$ cat config.mk
export PLATFORM = sky130hd
export DESIGN_NAME = imem_loader_flat
export DESIGN_NICKNAME = d
export VERILOG_FILES = /design/src/rtl/imem_loader_if.sv /design/src/rtl/imem_loader.sv /design/src/flat_wrapper.sv
export SDC_FILE = /design/constraint.sdc
export NUM_CORES = 1
export LEC_CHECK = 0
export CAP_MARGIN = 25
export CORE_MARGIN = 2
export CORE_UTILIZATION = 40
export DETAILED_ROUTE_END_ITERATION = 10
export HOLD_SLACK_MARGIN = 0.02
export PLACE_DENSITY_LB_ADDON = 0.2
export SETUP_SLACK_MARGIN = 0.4
export SYNTH_ARGS = -nofsm -noshare
export SYNTH_HDL_FRONTEND = slang
export SYNTH_SLANG_ARGS = --single-unit
$ cat constraint.sdc
create_clock -name Clk -period 3.6 [get_ports Clk]
set_input_delay 0.72 -clock Clk [delete_from_list [all_inputs] [get_ports Clk]]
set_output_delay 0.72 -clock Clk [all_outputs]
set_load 0.05 [all_outputs]
$ cat src/rtl/imem_loader_if.sv
// Byte-stream handshake and instruction-memory write port of imem_loader.
interface imem_loader_if #(
    parameter int unsigned ADDR_W = 10
);
    logic [7:0]        RxData;
    logic              RxValid;
    logic              RxReady;
    logic              ImWrEn;
    logic [ADDR_W-1:0] ImWrAddr;
    logic [31:0]       ImWrData;

    modport master (
        output RxData, RxValid,
        input  RxReady, ImWrEn, ImWrAddr, ImWrData
    );

    modport slave (
        input  RxData, RxValid,
        output RxReady, ImWrEn, ImWrAddr, ImWrData
    );
endinterface

$ cat src/rtl/imem_loader.sv
// Boot loader: byte frame (16-bit count + big-endian words) into instruction memory.
// Optional trailing XOR checksum byte when IMEM_LOADER_CHECKSUM_EN is defined.
module imem_loader #(
    parameter int unsigned ADDR_W    = 10,
    parameter int unsigned BASE_ADDR = 0,
    parameter int unsigned MAX_WORDS = 1024
) (
    input  logic         Clk,
    input  logic         Reset,
    imem_loader_if.slave bus,
    input  logic         Reload,
    output logic         CpuReset,
    output logic         Done,
    output logic         Error
);
    typedef enum logic [2:0] {
        StHdrHi,
        StHdrLo,
        StData,
`ifdef IMEM_LOADER_CHECKSUM_EN
        StChk,
`endif
        StRun,
        StErr
    } state_t;

    localparam logic [ADDR_W-1:0] BaseAddr = ADDR_W'(BASE_ADDR);
    localparam logic [16:0]       MaxWords = 17'(MAX_WORDS);
`ifdef IMEM_LOADER_CHECKSUM_EN
    localparam state_t StAfterData = StChk;
`else
    localparam state_t StAfterData = StRun;
`endif

    state_t            state;
    logic [15:0]       count;
    logic [15:0]       word_idx;
    logic [1:0]        byte_cnt;
    logic [23:0]       shift;
    logic              wr_en;
    logic [ADDR_W-1:0] wr_addr;
    logic [31:0]       wr_data;
    logic              rx_ready;
    logic              accept;
    logic [15:0]       hdr_count;

    assign rx_ready     = (state != StRun) && (state != StErr);
    assign accept       = bus.RxValid && rx_ready;
    assign hdr_count    = {count[15:8], bus.RxData};
    assign bus.RxReady  = rx_ready;
    assign bus.ImWrEn   = wr_en;
    assign bus.ImWrAddr = wr_addr;
    assign bus.ImWrData = wr_data;

`ifdef IMEM_LOADER_CHECKSUM_EN
    logic [7:0] csum;

    // Covers CNT_HI through the last data byte; CNT_HI restarts the accumulation.
    always_ff @(posedge Clk or posedge Reset) begin
        if (Reset) begin
            csum <= '0;
        end else if (state == StRun && Reload) begin
            csum <= '0;
        end else if (accept && state == StHdrHi) begin
            csum <= bus.RxData;
        end else if (accept && (state == StHdrLo || state == StData)) begin
            csum <= csum ^ bus.RxData;
        end
    end
`endif

    always_ff @(posedge Clk or posedge Reset) begin
        if (Reset) begin
            state    <= StHdrHi;
            count    <= '0;
            word_idx <= '0;
            byte_cnt <= '0;
            shift    <= '0;
            wr_en    <= 1'b0;
            wr_addr  <= BaseAddr;
            wr_data  <= '0;
            CpuReset <= 1'b1;
            Done     <= 1'b0;
            Error    <= 1'b0;
        end else begin
            wr_en <= 1'b0;
            case (state)
                StHdrHi: begin
                    if (accept) begin
                        count[15:8] <= bus.RxData;
                        state       <= StHdrLo;
                    end
                end
                StHdrLo: begin
                    if (accept) begin
                        count[7:0] <= bus.RxData;
                        if (hdr_count == 16'd0) begin
                            state <= StAfterData;
                        end else if ({1'b0, hdr_count} > MaxWords) begin
                            state <= StErr;
                            Error <= 1'b1;
                        end else begin
                            state <= StData;
                        end
                    end
                end
                StData: begin
                    if (accept) begin
                        if (byte_cnt == 2'd3) begin
                            wr_en    <= 1'b1;
                            wr_addr  <= BaseAddr + ADDR_W'(word_idx);
                            wr_data  <= {shift, bus.RxData};
                            word_idx <= word_idx + 16'd1;
                            byte_cnt <= 2'd0;
                            if (word_idx == count - 16'd1) state <= StAfterData;
                        end else begin
                            shift    <= {shift[15:0], bus.RxData};
                            byte_cnt <= byte_cnt + 2'd1;
                        end
                    end
                end
`ifdef IMEM_LOADER_CHECKSUM_EN
                StChk: begin
                    if (accept) begin
                        if (bus.RxData == csum) begin
                            state <= StRun;
                        end else begin
                            state <= StErr;
                            Error <= 1'b1;
                        end
                    end
                end
`endif
                StRun: begin
                    // Release lags RUN entry by one edge so the last write lands first.
                    if (Reload) begin
                        state    <= StHdrHi;
                        count    <= '0;
                        word_idx <= '0;
                        byte_cnt <= '0;
                        wr_addr  <= BaseAddr;
                        CpuReset <= 1'b1;
                        Done     <= 1'b0;
                    end else begin
                        CpuReset <= 1'b0;
                        Done     <= 1'b1;
                    end
                end
                StErr: begin
                    Error    <= 1'b1;
                    CpuReset <= 1'b1;
                end
                default: state <= StHdrHi;
            endcase
        end
    end
endmodule
$ cat src/flat_wrapper.sv
// flat-port wrapper written by rule: the top's interface ports become plain ports
module imem_loader_flat 
#(
    parameter int unsigned ADDR_W    = 10,
    parameter int unsigned BASE_ADDR = 0,
    parameter int unsigned MAX_WORDS = 1024
)
  (Clk, Reset, Reload, CpuReset, Done, Error, bus_RxData, bus_RxValid, bus_RxReady, bus_ImWrEn, bus_ImWrAddr, bus_ImWrData);
  imem_loader_if #(.ADDR_W(ADDR_W)) bus_i ();
  input  logic Clk;
  input  logic Reset;
  input  logic Reload;
  output logic CpuReset;
  output logic Done;
  output logic Error;
  input wire logic [$bits(bus_i.RxData)-1:0] bus_RxData;
  input wire logic [$bits(bus_i.RxValid)-1:0] bus_RxValid;
  output wire logic [$bits(bus_i.RxReady)-1:0] bus_RxReady;
  output wire logic [$bits(bus_i.ImWrEn)-1:0] bus_ImWrEn;
  output wire logic [$bits(bus_i.ImWrAddr)-1:0] bus_ImWrAddr;
  output wire logic [$bits(bus_i.ImWrData)-1:0] bus_ImWrData;
  assign bus_i.RxData = bus_RxData;
  assign bus_i.RxValid = bus_RxValid;
  assign bus_RxReady = bus_i.RxReady;
  assign bus_ImWrEn = bus_i.ImWrEn;
  assign bus_ImWrAddr = bus_i.ImWrAddr;
  assign bus_ImWrData = bus_i.ImWrData;
  imem_loader #(.ADDR_W(ADDR_W), .BASE_ADDR(BASE_ADDR), .MAX_WORDS(MAX_WORDS)) u_core (.Clk(Clk), .Reset(Reset), .bus(bus_i), .Reload(Reload), .CpuReset(CpuReset), .Done(Done), .Error(Error));
endmodule
==> results by group, run 1 <==
Outcome
  – Status: complete, no violations

Global routing
  – GRT Residual Overflow: 0
  – Largest net degree at the start of global routing: 108
  – Vias in the first global route: 3,368
  – Initial antenna violation count: 0
  – Tot GR Track Use: 0.166
  – Global-route wire length before repair: 17,000 um

Final layout
  – Ant diodes: 0
  – Fraction of layout cells with a size suffix above 1: 0.188
  – Synthesis-to-finish area growth: 20.6%
  – Nets: 493
  – Design Area, Final: 0.00591 mm^2
  – Most common cell after layout, fill and taps aside: dfrtp_1
  – Most frequent cells in the layout: 106 x dfrtp_1, 58 x mux2_2, 58 x clkdlybuf4s50_1
  – Non-Filler Instances: 630
  – Fillers: 1,084

CTS
  – CTS tree: done
  – Worst skew pair latency: 350 ps
  – Root buf cell: clkbuf_16
  – Post CTS Setup Buffer Count: 0
  – Clock buffer count from CTS: 9
  – Clock slew at reported path FFs: 70 ps
  – H-tree depth: 3
  – Hold buffer count at cts: 0
  – Clk buf depth: 2
  – Clk sinks: 107
  – PostCTS Resize Cnt: 0

Synthesis
  – Sequential share of the synthesized area: 0.547
  – Synth cell types: 51
  – Post-synth EDFFs: 0
  – Post-synth net total: 444
  – Async S/R FF share, synth: 1.00
  – Post-synthesis register bit count: 107
  – Cell count after synthesis: 429
  – Avg Cell Area, Syn: 11.4 um^2
  – Synth Cell Area: 0.00490 mm^2
  – Commonest register cell after synthesis: dfrtp_1
  – Syn. warnings: 0

Placed design
  – Post-DP HPWL: 6850 um
  – Input/output buffers: 58
  – Placed cell areas: 0.00563 mm^2
  – GPL Wtd Cong: 0.786
  – Dpl cells: 614

Timing
  – Max_slew headroom: 0.574
  – Clock Skews: 6.35 ps
  – Final period utilization: 0.798
  – Max Clk Rate: 348 MHz
  – RSZ-0062 raised after global routing: no
  – Fin. Hold Viols: 0
  – Setup TNS: 0 ps
  – Final min period: 2870 ps
  – Final setup vio count: 0
  – Worst-Margin Slew: 638 ps
  – Max-slew violation count: 0

Power and ir drop
  – P_int: 0.00251 W
  – NetSw: 0.00139 W
  – Pwr Density: 659 mW/mm^2
  – Clock power share: 0.243
  – Flop pwr share: 0.460
  – Static Leak: 2.61 nW
  – Maximum VDD drop: 333 uV
  – Switch share: 0.356
  – Total Power: 0.00390 W
  – Combinational share of power: 0.297

Drt
  – DRC viols: 0
  – Drt wl/cell: 16.0 um
  – Vias per cell: 5.42
  – Total number of vias: 3,412
  – TritonRoute pass-1 iters: 4
  – Iter 0 DRT Violations: 247
  – Detail Route Antenna Nets: 0
  – Routed wire length: 10,100 um

Worst setup path
  – Worst endpoint required time: 2880 ps
  – Crit path kind: flop to output port
  – R2R Setup Slk: 990 ps
  – RR Endpoint: u_core.state[0]
  – Setup crit end kind: output port
  – CP Max Fanout: 10
  – Worst reg2reg path depth: 9
  – Launch point of the worst reg-to-reg path: u_core.count[0]
  – Startpoint types: flop
  – Worst path arrival time: 2150 ps

Floorplanning
  – Die W: 115 um
  – Starting Density: 0.410
  – Core Rows: 40
  – Die Y: 115 um
  – Core Region: 0.0120 mm^2
  – I/O Pins: 59
  – Die footprint: 0.0131 mm^2

Min path
  – Min-delay src: u_core.Error
  – Hold path depth: 1
  – Worst hold path endpoint: u_core.Error
  – Hold crit path type: flop to flop

Flow run
  – Max_cap viols: 0
## routing by layer
layer	GRT usage	part of all wire	vias to the layer above
met4	0.0675	0.016	0
met5	0	0	-
met2	0.258	0.48	55
met1	0.223	0.46	1732
li1	-	-	1612
met3	0.0413	0.046	13
## critical path, cell delays in order, from the launching register on
cell and delay [ps]:
dfrtp_1 510, nor2b_1 410, a21oi_1 150, clkdlybuf4s50_1 730
## power groups by stage
stage                     clock network (W)  registers, W  logic, W
final                              0.000947       0.00179   0.00116
after global placement                    0       0.00180   0.00113
after detailed placement                  0       0.00182   0.00116
after global routing                0.00102       0.00184   0.00128
after CTS                          0.000975       0.00179   0.00117
after floorplan                           0       0.00182  0.000834
## final cells by class
class | instances | area [um^2] | area share
clock buffers | 12 | 246 | 0.0417
clock inverters | 4 | 33.8 | 0.00572
inverters | 8 | 33.8 | 0.00572
multi-input cells | 288 | 2080 | 0.352
flip-flops and latches | 107 | 2680 | 0.453
well taps | 147 | 184 | 0.0311
repair buffers | 64 | 651 | 0.110
## sequential cells by signal, summed over array words and instances, names as in the netlist
signal / flops
u_core.byte_cnt: 2
u_core.word_idx: 16
u_core.count: 16
u_core.shift: 24
u_core.bus.ImWrData: 32
u_core.Done: 1
u_core.bus.ImWrEn: 1
u_core.bus.ImWrAddr: 10
u_core.CpuReset: 1
u_core.state: 3
u_core.Error: 1
## worst max-delay path by stage
stage | end | slack [ps] | startpoint | cells past startpoint
after global routing | bus_RxReady | 640 | u_core.state[0] | 3
after CTS | bus_RxReady | 720 | u_core.state[0] | 3
after detailed placement | u_core.state[0] | 720 | bus_RxValid | 7
after floorplan | u_core.state[0] | 1150 | u_core.count[0] | 10
final | bus_RxReady | 730 | u_core.state[0] | 3
after global placement | u_core.state[0] | 740 | bus_RxValid | 7
## cells by family (layout without fill, tap and decap cells)
kind of cell / after synthesis / after routing / synth area share
AND/OR/NAND/NOR: 129 / 129 / 0.136
flip-flops: 107 / 107 / 0.547
AO/OA/AOI/OAI: 65 / 65 / 0.0868
multiplexers: 61 / 61 / 0.140
buffers and inverters: 34 / 88 / 0.0289
XOR/XNOR: 30 / 30 / 0.0536
adder cells (fa/ha/maj): 3 / 3 / 0.00766
## Yosys cell counts, drive strengths merged, types with 2 or more instances
| cell | count | area, um^2 |
|---|---|---|
| nand2 | 42 | 158 |
| o31ai | 5 | 51.3 |
| nor4 | 4 | 46.3 |
| nand2b | 3 | 18.8 |
| buf | 9 | 47.5 |
| dfrtp | 106 | 2650 |
| nor3b | 3 | 22.5 |
| ha | 3 | 37.5 |
| nand4 | 8 | 50.1 |
| mux2i | 2 | 20.0 |
| a21oi | 13 | 65.1 |
| and3 | 6 | 37.5 |
| xor2 | 15 | 131 |
| o21ai | 25 | 125 |
| xnor2 | 15 | 131 |
| nand4b | 2 | 23.8 |
| nor2 | 28 | 105 |
| inv | 8 | 30.0 |
| or3 | 6 | 42.5 |
| or2 | 2 | 12.5 |
| a22o | 11 | 96.3 |
| and2 | 2 | 12.5 |
| nor2b | 2 | 12.5 |
| o22ai | 3 | 18.8 |
| nand3 | 9 | 45.0 |
| nor3 | 8 | 45.0 |
| mux2 | 59 | 664 |
| or4 | 2 | 18.8 |
| clkbuf | 17 | 63.8 |
## per-stage QoR
stage,setup WS (ps),util,hold WS (ps)
2_1_floorplan,1150,-,470
3_3_place_gp,742,0.471,479
3_5_place_dp,724,0.471,476
4_1_cts,720,0.494,494
5_1_grt,640,0.494,513
6_report,728,0.494,486
No activity file was read; power rests on OpenSTA's default activity.
==> run 2, diff against run 1 <==
==> constraint.sdc (replaced) <==
create_clock -name Clk -period 2.7 [get_ports Clk]
set_input_delay 0.54 -clock Clk [delete_from_list [all_inputs] [get_ports Clk]]
set_output_delay 0.54 -clock Clk [all_outputs]
set_load 0.05 [all_outputs]
==> results by group, run 2 (synthesized netlist as in run 1, its figures left out) <==
Floorplanning
  – Core Region: 0.0120 mm^2 (unchanged)
  – I/O Pins: 59 (unchanged)
  – Starting Density: 0.410 (unchanged)
  – Core Rows: 40 (unchanged)
  – Die Y: 115 um (unchanged)
  – Die W: 115 um (unchanged)
  – Die footprint: 0.0131 mm^2 (unchanged)

Final layout
  – Reg area: 0.00268 mm^2 (about the same)
  – Non-Filler Instances: 651 (was 630)
  – Most frequent cells in the layout: 102 x dfrtp_1, 58 x mux2_2, 57 x clkdlybuf4s50_1 (was 106 x dfrtp_1, 58 x mux2_2, 58 x clkdlybuf4s50_1)
  – Fillers: 1,048 (was 1,084)
  – Most common cell after layout, fill and taps aside: dfrtp_1 (unchanged)
  – Synthesis-to-finish area growth: 26.0% (was 20.6%)
  – Ant diodes: 0 (unchanged)
  – Area of the multi-input gates: 0.00216 mm^2 (was 0.00208 mm^2)
  – Nets: 514 (was 493)
  – Fraction of layout cells with a size suffix above 1: 0.254 (was 0.188)
  – Flip-flop count of the largest register after layout: 32 (unchanged)
  – Design Area, Final: 0.00617 mm^2 (was 0.00591 mm^2)

Timing
  – RSZ-0062 raised after global routing: yes (was no)
  – Final setup vio count: 0 (unchanged)
  – Final Worst Setup Slack: 284 ps (was 728 ps)
  – Hold slack: 497 ps (was 486 ps)
  – Max-slew violation count: 0 (unchanged)
  – Worst-Margin Slew: 606 ps (was 638 ps)
  – Max Clk Rate: 414 MHz
  – Clock Skews: 8.74 ps (was 6.35 ps)
  – Max_slew headroom: 0.595 (was 0.574)
  – Final min period: 2420 ps
  – Final period utilization: 0.895
  – Fin. Hold Viols: 0 (unchanged)

Worst setup path
  – CP peak stage delay: 560 ps (was 730 ps)
  – Worst endpoint required time: 2930 ps (was 2880 ps)
  – CP bufs+invs: 0 (was 1)
  – Critical path's slowest cell: or4_4 (was clkdlybuf4s50_1)
  – Crit path kind: flop to flop (was flop to output port)
  – Startpoint types: flop (unchanged)
  – Worst path cell trace: or4_4, nor4_2, xnor2_1, o21ai_0, nand4_1, o31ai_4, mux2_1 (was nor2b_1, a21oi_1, clkdlybuf4s50_1)
  – CP Max Fanout: 5 (was 10)
  – Setup crit end kind: flop (was output port)
  – Worst path top cell family by delay: simple AND/OR/NAND/NOR gates (was buffers and inverters)
  – Worst path arrival time: 2650 ps (was 2150 ps)

Global routing
  – GRT Residual Overflow: 0 (unchanged)
  – Largest net degree at the start of global routing: 46 (was 108)
  – Global-route wire length before repair: 18,000 um (was 17,000 um)
  – Initial antenna violation count: 0 (unchanged)
  – Vias in the first global route: 3,607 (was 3,368)
  – Tot GR Track Use: 0.176 (was 0.166)

Power and ir drop
  – Switch share: 0.358 (was 0.356)
  – Pwr Density: 874 mW/mm^2 (was 659 mW/mm^2)
  – NetSw: 0.00193 W (was 0.00139 W)
  – P_int: 0.00346 W (was 0.00251 W)
  – Combinational share of power: 0.329 (was 0.297)
  – Maximum VDD drop: 379 uV (was 333 uV)
  – Flop pwr share: 0.436 (was 0.460)
  – Clock power share: 0.235 (was 0.243)
  – Static Leak: 2.75 nW (was 2.61 nW)

Placed design
  – Input/output buffers: 58 (unchanged)
  – Place WS: -37.1 ps (was 724 ps)
  – Post-DP HPWL: 7370 um (was 6850 um)
  – Dpl cells: 630 (was 614)
  – GPL Wtd Cong: 0.793 (was 0.786)
  – Placed cell areas: 0.00577 mm^2 (was 0.00563 mm^2)

Flow run
  – Max_cap viols: 0 (unchanged)

Outcome
  – Status: complete, no violations (unchanged)

CTS
  – Root buf cell: clkbuf_16 (unchanged)
  – Worst skew pair latency: 350 ps (about the same)
  – H-tree depth: 3 (unchanged)
  – Clock buffer count from CTS: 9 (unchanged)
  – Hold buffer count at cts: 0 (unchanged)
  – CTS tree: done (unchanged)
  – Clk sinks: 107 (unchanged)
  – Clock slew at reported path FFs: 70 ps (about the same)
  – Clk buf depth: 2 (unchanged)

Min path
  – Hold crit path type: flop to flop (unchanged)

Drt
  – Routed wire length: 10,600 um (was 10,100 um)
  – Vias per cell: 5.37 (was 5.42)
  – DRC viols: 0 (unchanged)
  – Detail Route Antenna Nets: 0 (unchanged)
  – Drt wl/cell: 16.3 um (was 16.0 um)
  – Total number of vias: 3,494 (was 3,412)
  – TritonRoute pass-1 iters: 4 (unchanged)
  – Iter 0 DRT Violations: 204 (was 247)
## run 2: per-stage QoR
stage          total power, W  setup TNS, ps  utilization
4_1_cts               0.00542              0        0.513
3_5_place_dp          0.00403          -37.1        0.483
6_report              0.00539              0        0.516
3_3_place_gp          0.00396          -38.2        0.483
5_1_grt               0.00574              0        0.516
2_1_floorplan         0.00355              0            -
## run 2: power by group through the flow
| stage | sequential [W] | clock (W) | combinational (W) |
|---|---|---|---|
| after floorplan | 0.00243 | 0 | 0.00112 |
| after global placement | 0.00235 | 0 | 0.00160 |
| after detailed placement | 0.00238 | 0 | 0.00165 |
| after CTS | 0.00235 | 0.00130 | 0.00177 |
| after global routing | 0.00242 | 0.00137 | 0.00195 |
| final | 0.00235 | 0.00127 | 0.00178 |
## run 2: repair_timing
action | in CTS | in global routing
hold endpoints to repair | 0 | 0
gates resized for setup | 10 | 8
endpoints found under the setup margin | 2 | 8
pin swaps | 3 | 3
buffers inserted | 4 | 1
## run 2: metal layers
| metal | vias up | track usage | share of wire |
|---|---|---|---|
| met3 | 11 | 0.0408 | 0.044 |
| li1 | 1652 | - | - |
| met4 | 0 | 0.0610 | 0.013 |
| met2 | 70 | 0.283 | 0.49 |
| met5 | - | 0 | 0 |
| met1 | 1761 | 0.236 | 0.46 |
## run 2: worst paths after layout
path | slack, ps | depth (start not counted) | start | end
worst max-delay path | 280 | 7 | u_core.count[2] | u_core.state[0]
worst min-delay path | 500 | 1 | u_core.bus.ImWrAddr[8] | u_core.bus.ImWrAddr[8]
worst max register to register | 280 | 7 | u_core.count[2] | u_core.state[0]
worst min register to register | 500 | 1 | u_core.bus.ImWrAddr[8] | u_core.bus.ImWrAddr[8]
max in group asynchronous | 1520 | 3 | Reset | u_core.CpuReset
min in group asynchronous | 560 | 2 | Reset | u_core.bus.ImWrData[22]
## run 2: final cells by class
type                            instances  area share
Clock buffer                           10      0.0387
Clock inverter                          6     0.00710
Inverter                                8     0.00547
Multi-Input combinational cell        288       0.349
Sequential cell                       107       0.435
Tap cell                              147      0.0298
Timing Repair Buffer                   85       0.135
## run 2: worst register-to-register path: cells and delay by family (launching register included)
family | cells | cell delay [ps]
xor gates and xnor gates | 1 | 100
and+or+nand+nor | 3 | 940
muxes | 1 | 340
AOI/OAI and AO/OA | 2 | 470
DFF | 1 | 450
